$ cat src/rtl/branch_pkg.sv
// Shared types and constants for the branch issue unit.
// Optional build macro BRANCH_STATS_EN enables branch outcome counters.
package branch_pkg;

    localparam int LUT_DEPTH = 32;
    localparam int TGT_W     = 16;
    localparam int IDX_W     = $clog2(LUT_DEPTH);
    localparam int OP_W      = 4;
    localparam int INSTR_W   = OP_W + IDX_W;
    localparam int CNT_W     = 16;

    typedef enum logic [OP_W-1:0] {
        OP_BZ   = 4'hC,
        OP_BNZ  = 4'hD,
        OP_BRA  = 4'hE,
        OP_HALT = 4'hF
    } opcode_t;

    typedef enum logic [1:0] {
        IDLE   = 2'd0,
        ISSUE  = 2'd1,
        HALTED = 2'd2
    } state_t;

    typedef struct packed {
        logic br_abs;
        logic br_z;
        logic br_nz;
        logic halt;
    } dec_t;

    function automatic logic [CNT_W-1:0] sat_inc(
        input logic [CNT_W-1:0] v
    );
        return (&v) ? v : v + 1'b1;
    endfunction

endpackage

$ cat src/rtl/branch_issuer_target_lut.sv
// Branch target table: one synchronous write port, one
// asynchronous read port, cleared by the asynchronous reset.
module target_lut
    import branch_pkg::*;
(
    input  logic             CLK,
    input  logic             Init_n,
    input  logic             we,
    input  logic [IDX_W-1:0] waddr,
    input  logic [TGT_W-1:0] wdata,
    input  logic [IDX_W-1:0] raddr,
    output logic [TGT_W-1:0] rdata
);

    logic [TGT_W-1:0] mem [LUT_DEPTH];

    always_ff @(posedge CLK or negedge Init_n) begin
        if (!Init_n) begin
            for (int i = 0; i < LUT_DEPTH; i++) begin
                mem[i] <= '0;
            end
        end else if (we) begin
            mem[waddr] <= wdata;
        end
    end

    // Read sees the pre-write entry when the same index is written this cycle
    assign rdata = mem[raddr];

endmodule

$ cat src/rtl/branch_issuer.sv
// Branch issue unit: decodes branch/halt opcodes and pulses the fetch redirect.
// Build macro BRANCH_STATS_EN adds taken_cnt / not_taken_cnt outputs.
module branch_issuer
    import branch_pkg::*;
(
    input  logic               CLK,
    input  logic               Init_n,
    input  logic               instr_valid,
    input  logic [INSTR_W-1:0] instr,
    input  logic               flag_we,
    input  logic               alu_zero_in,
    input  logic               lut_we,
    input  logic [IDX_W-1:0]   lut_addr,
    input  logic [TGT_W-1:0]   lut_data,
    output logic               Branch_abs,
    output logic               Branch_rel_z,
    output logic               Branch_rel_nz,
    output logic [TGT_W-1:0]   Target,
    output logic               ALU_zero,
`ifdef BRANCH_STATS_EN
    output logic [CNT_W-1:0]   taken_cnt,
    output logic [CNT_W-1:0]   not_taken_cnt,
`endif
    output logic               flush,
    output logic               DONE
);

    state_t           state_q;
    state_t           state_d;
    logic [OP_W-1:0]  op;
    logic [IDX_W-1:0] idx;
    logic [TGT_W-1:0] lut_rd;
    dec_t             dec;
    logic             decode_en;
    logic             take_abs;
    logic             take_z;
    logic             take_nz;
    logic             take_any;
    logic             is_branch;
    logic             zero_q;

    assign op  = instr[INSTR_W-1:IDX_W];
    assign idx = instr[IDX_W-1:0];

    target_lut u_lut (
        .CLK    (CLK),
        .Init_n (Init_n),
        .we     (lut_we),
        .waddr  (lut_addr),
        .wdata  (lut_data),
        .raddr  (idx),
        .rdata  (lut_rd)
    );

    always_comb begin
        dec = '0;
        unique case (1'b1)
            (op == OP_BRA):  dec.br_abs = 1'b1;
            (op == OP_BZ):   dec.br_z   = 1'b1;
            (op == OP_BNZ):  dec.br_nz  = 1'b1;
            (op == OP_HALT): dec.halt   = 1'b1;
            default:         dec        = '0;
        endcase
    end

    // Only a real instruction in IDLE is decoded; ISSUE holds the shadow slot
    assign decode_en = instr_valid && (state_q == IDLE);
    assign is_branch = dec.br_abs | dec.br_z | dec.br_nz;

    assign take_abs = decode_en & dec.br_abs;
    assign take_z   = decode_en & dec.br_z  &  zero_q;
    assign take_nz  = decode_en & dec.br_nz & ~zero_q;
    assign take_any = take_abs | take_z | take_nz;

    always_comb begin
        state_d = state_q;
        unique case (state_q)
            IDLE: begin
                if (take_any) begin
                    state_d = ISSUE;
                end else if (decode_en && dec.halt) begin
                    state_d = HALTED;
                end
            end
            ISSUE:   state_d = IDLE;
            HALTED:  state_d = HALTED;
            default: state_d = IDLE;
        endcase
    end

    always_ff @(posedge CLK or negedge Init_n) begin
        if (!Init_n) begin
            state_q       <= IDLE;
            Branch_abs    <= 1'b0;
            Branch_rel_z  <= 1'b0;
            Branch_rel_nz <= 1'b0;
            Target        <= '0;
            flush         <= 1'b0;
            zero_q        <= 1'b0;
            DONE          <= 1'b0;
        end else begin
            state_q       <= state_d;
            Branch_abs    <= take_abs;
            Branch_rel_z  <= take_z;
            Branch_rel_nz <= take_nz;
            Target        <= take_any ? lut_rd : '0;
            flush         <= take_any;
            if (flag_we && state_q != HALTED) begin
                zero_q <= alu_zero_in;
            end
            if (state_d == HALTED) begin
                DONE <= 1'b1;
            end
        end
    end

    assign ALU_zero = zero_q;

`ifdef BRANCH_STATS_EN
    always_ff @(posedge CLK or negedge Init_n) begin
        if (!Init_n) begin
            taken_cnt     <= '0;
            not_taken_cnt <= '0;
        end else if (decode_en && is_branch) begin
            if (take_any) begin
                taken_cnt <= sat_inc(taken_cnt);
            end else begin
                not_taken_cnt <= sat_inc(not_taken_cnt);
            end
        end
    end
`else
    logic unused_stats;
    assign unused_stats = is_branch;
`endif

endmodule

$ cat config.mk
export PLATFORM = sky130hd
export DESIGN_NAME = branch_issuer
export DESIGN_NICKNAME = d
export VERILOG_FILES = /design/src/rtl/branch_pkg.sv /design/src/rtl/branch_issuer_target_lut.sv /design/src/rtl/branch_issuer.sv
export SDC_FILE = /design/constraint.sdc
export NUM_CORES = 1
export LEC_CHECK = 0
export ABC_AREA = 1
export BUFFER_PORTS_ARGS = -buffer_cell sky130_fd_sc_hd__buf_2
export CORE_MARGIN = 3
export CORE_UTILIZATION = 50
export DETAILED_ROUTE_END_ITERATION = 6
export HOLD_SLACK_MARGIN = 0.12
export PLACE_DENSITY = 0.69
export SYNTH_ARGS = -nofsm -noshare
export SYNTH_HDL_FRONTEND = slang
export SYNTH_SLANG_ARGS = --single-unit
$ cat constraint.sdc
create_clock -name CLK -period 1.5 [get_ports CLK]
set_input_delay 0.075 -clock CLK [delete_from_list [all_inputs] [get_ports CLK]]
set_output_delay 0.075 -clock CLK [all_outputs]
set_load 0.05 [all_outputs]
==> flow_summary.ini <==
[drt]
wl_per_cell_um = 19.5
num_vias = 21200
dr.pass1.iters = 5
drt-vias-per-instance = 5.77
routed_wl_mm = 71.5
drtIter0Drc = 2322
detail-route-antenna-nets = 0
remaining_drc_errors = 0

[critical_path]
start_kind = flop
cp-end-kind = flop
r2r_end = Target[6]
worstPathMaxFanout = 8
reg2reg_from = state_q[0]
worst-r2r-setup-slack_ps = -30
cp_data_arrival_time_ps = 2080
critical_path_class = flop to flop
r2r_cells = 8
cp.required_ps = 2050

[clocking]
cts_tree = built
path_clk_slew_ps = 60
cts.path.max_buffers = 3
clk-insertion-delay-late_ps = 610
cts-buffers-inserted = 56
cts.sinks = 536
root_buffer = clkbuf_16
h-tree-depth = 2

[synthesis]
yosysMostFrequentCell = nand2_1
synth_area_leaders = dfrtp_1 56%, nand2_1 16%, nand3_1 9.4%, o21ai_0 9.2%, clkbuf_1 2.8%
postSynthAreaPerCell_sq_um = 8.07
synth_warnings = 0
seq_area_frac_synth = 0.560
synth_cells = 2968
syn_nets = 3004
synthArstFlopShare = 1.00
synth_enable_flop_cells = 0
yosysTopAreaCell = dfrtp_1
synth_seq_cells = 536
syn-cell-area_sq_um = 24000
synthDistinctLibCells = 21
ys.flop_type = dfrtp_1
synth_top_area_frac = 0.560
yosys-top-cells-count = 1039 x nand2_1, 536 x dfrtp_1, 448 x nand3_1

[global_route]
grt_pass1_vias = 20800
antenna_found_initial = 0
top_usage_layer = met2
grt-ovfl-total = 0
use_met2 = 0.462
use_met3 = 0.0525
grt_max_degree = 86
use_met1 = 0.391
grt_pass1_wl_mm = 114
grtUsageTotal = 0.284

[placed_design]
gp_congestion = 0.861
placed_area_sq_um = 25800
dp_hpwl_mm = 42.5
portBuffers = 57
dp_slack_ps = -180

[die]
die_area_sq_um = 50600
core.rowCount = 79
pin_count = 58
die_w_um = 225
die_y_um = 225
start_util = 0.510
core_sq_um = 47000

[sta]
finalHoldViolCount = 0
maxSlewViolCount = 0
fin_crit_sh = 1.02
final-setup-viol-count = 11
period_minus_slack_ps = 1530
slew_headroom = 0.661
worst_slack_ps = -34.6
clock.fmax_mhz = 652
rsz0062_at_grt = yes
fin_worst_skew_ps = 16.6
tightest_slew_ps = 507

[cells_and_area]
nets = 3057
fillers = 3911
syn_to_final_growth_pct = 18.5
insertedDiodeCount = 0
layout-drive-gt1-share = 0.114
seq_area_sq_um = 13400
fin_area_sq_um = 28400
multi_input_area_sq_um = 9440

[power]
power_density_nw_per_um2 = 1390
vdd_drop_max_mv = 0.934
p_leak_uw = 0.0133

[worst_hold_path]
hold_path_depth = 5
holdPathEnd = u_lut.mem[436]
min-delay-start = lut_addr[0]
min_path_type = input port to flop

[job]
maxCapViolCount = 0

[status]
violations = negative setup slack
outcome = finished with violations
flip-flops by register name, indices dropped and copies added, names as in the netlist:
name           count
Branch_rel_nz      1
ALU_zero           1
u_lut.mem        512
Branch_abs         1
Branch_rel_z       1
state_q            2
DONE               1
flush              1
Target            16
cells by family (layout without fill, tap and decap cells):
kind of cell	count (synthesis)	in the layout	share of synthesized area
AO/OA/AOI/OAI	532	532	0.111
flip-flops	536	536	0.560
buffers and inverters	306	406	0.0511
AND/OR/NAND/NOR	1594	1594	0.278
metal layers:
layer,share of wire,up-vias
met5,0,-
met4,0.026,0
met3,0.082,154
met2,0.47,973
met1,0.42,10300
li1,-,9797
how the worst max path moves through the flow:
stage	from	slack, ps	endpoint
4_1_cts	state_q[0]	-8	Target[14]
6_report	state_q[0]	-30	Target[6]
5_1_grt	state_q[0]	-120	Target[7]
3_3_place_gp	lut_we	-130	u_lut.mem[435]
2_1_floorplan	ALU_zero	60	Target[10]
3_5_place_dp	lut_we	-180	u_lut.mem[435]
power breakdown:
part           switching, uW  internal, uW
registers               1540         17200
logic                   3690          2490
clock network           5850          8640
total                  11100         28300
repair_timing:
action | CTS | global route
gates resized for setup | 11 | 28
pin swaps | 4 | 8
endpoints found under the setup margin | 16 | 34
hold buffers | 43 | 1
setup buffers | 5 | 3
cloned | 1 | 0
hold endpoints to repair | 1049 | 7
critical path: stages (launching register included):
cell,delay [ps]
dfrtp_1,400
nor2_2,160
nand2_2,140
nor3_4,170
a21o_4,180
buf_12,110
buf_16,140
nand2_2,60
nor2_2,100
placed cells by master (no fill, tap or decap), types with 2 or more instances in the layout:
| cell | Yosys | routed |
|---|---|---|
| buf_4 | 2 | 87 |
| a21oi_1 | 81 | 81 |
| nand2_4 | 0 | 4 |
| nor3_4 | 3 | 6 |
| nand2_2 | 0 | 9 |
| clkinvlp_4 | 0 | 3 |
| nor2_1 | 85 | 72 |
| bufinv_16 | 0 | 6 |
| dfrtp_1 | 536 | 535 |
| inv_1 | 48 | 45 |
| o21ai_1 | 11 | 11 |
| nor3_1 | 9 | 7 |
| nand2_1 | 1039 | 1026 |
| clkbuf_16 | 0 | 57 |
| nor2_2 | 4 | 16 |
| buf_2 | 53 | 54 |
| inv_6 | 0 | 2 |
| buf_12 | 0 | 61 |
| nor3_2 | 4 | 3 |
| nand3_1 | 448 | 448 |
| dlygate4sd3_1 | 0 | 44 |
| inv_2 | 4 | 5 |
| clkbuf_1 | 177 | 11 |
| o21ai_0 | 438 | 438 |
| clkinv_2 | 0 | 13 |
| clkbuf_8 | 0 | 14 |
through the flow:
stage          hold slack [ps]  power (uW)  std cells  setup TNS (ps)  utilization
2_1_floorplan             -221       22500       2968               0            -
3_3_place_gp             -8.36       24400       3517           -9210        0.550
3_5_place_dp             -12.0       24700       3517          -13430        0.550
4_1_cts                  -34.9       39400       3671           -19.3        0.602
5_1_grt                    139       41400       3675           -1450        0.605
6_report                   123       39400       3675            -243        0.605
cell type report:
class,count,share of cell area
Timing Repair Buffer,249,0.0930
Tap cell,607,0.0267
Clock inverter,24,0.0100
Sequential cell,536,0.472
Clock buffer,81,0.0580
Multi-Input combinational cell,2126,0.333
Inverter,52,0.00723
(Power assumes the default switching activity.)
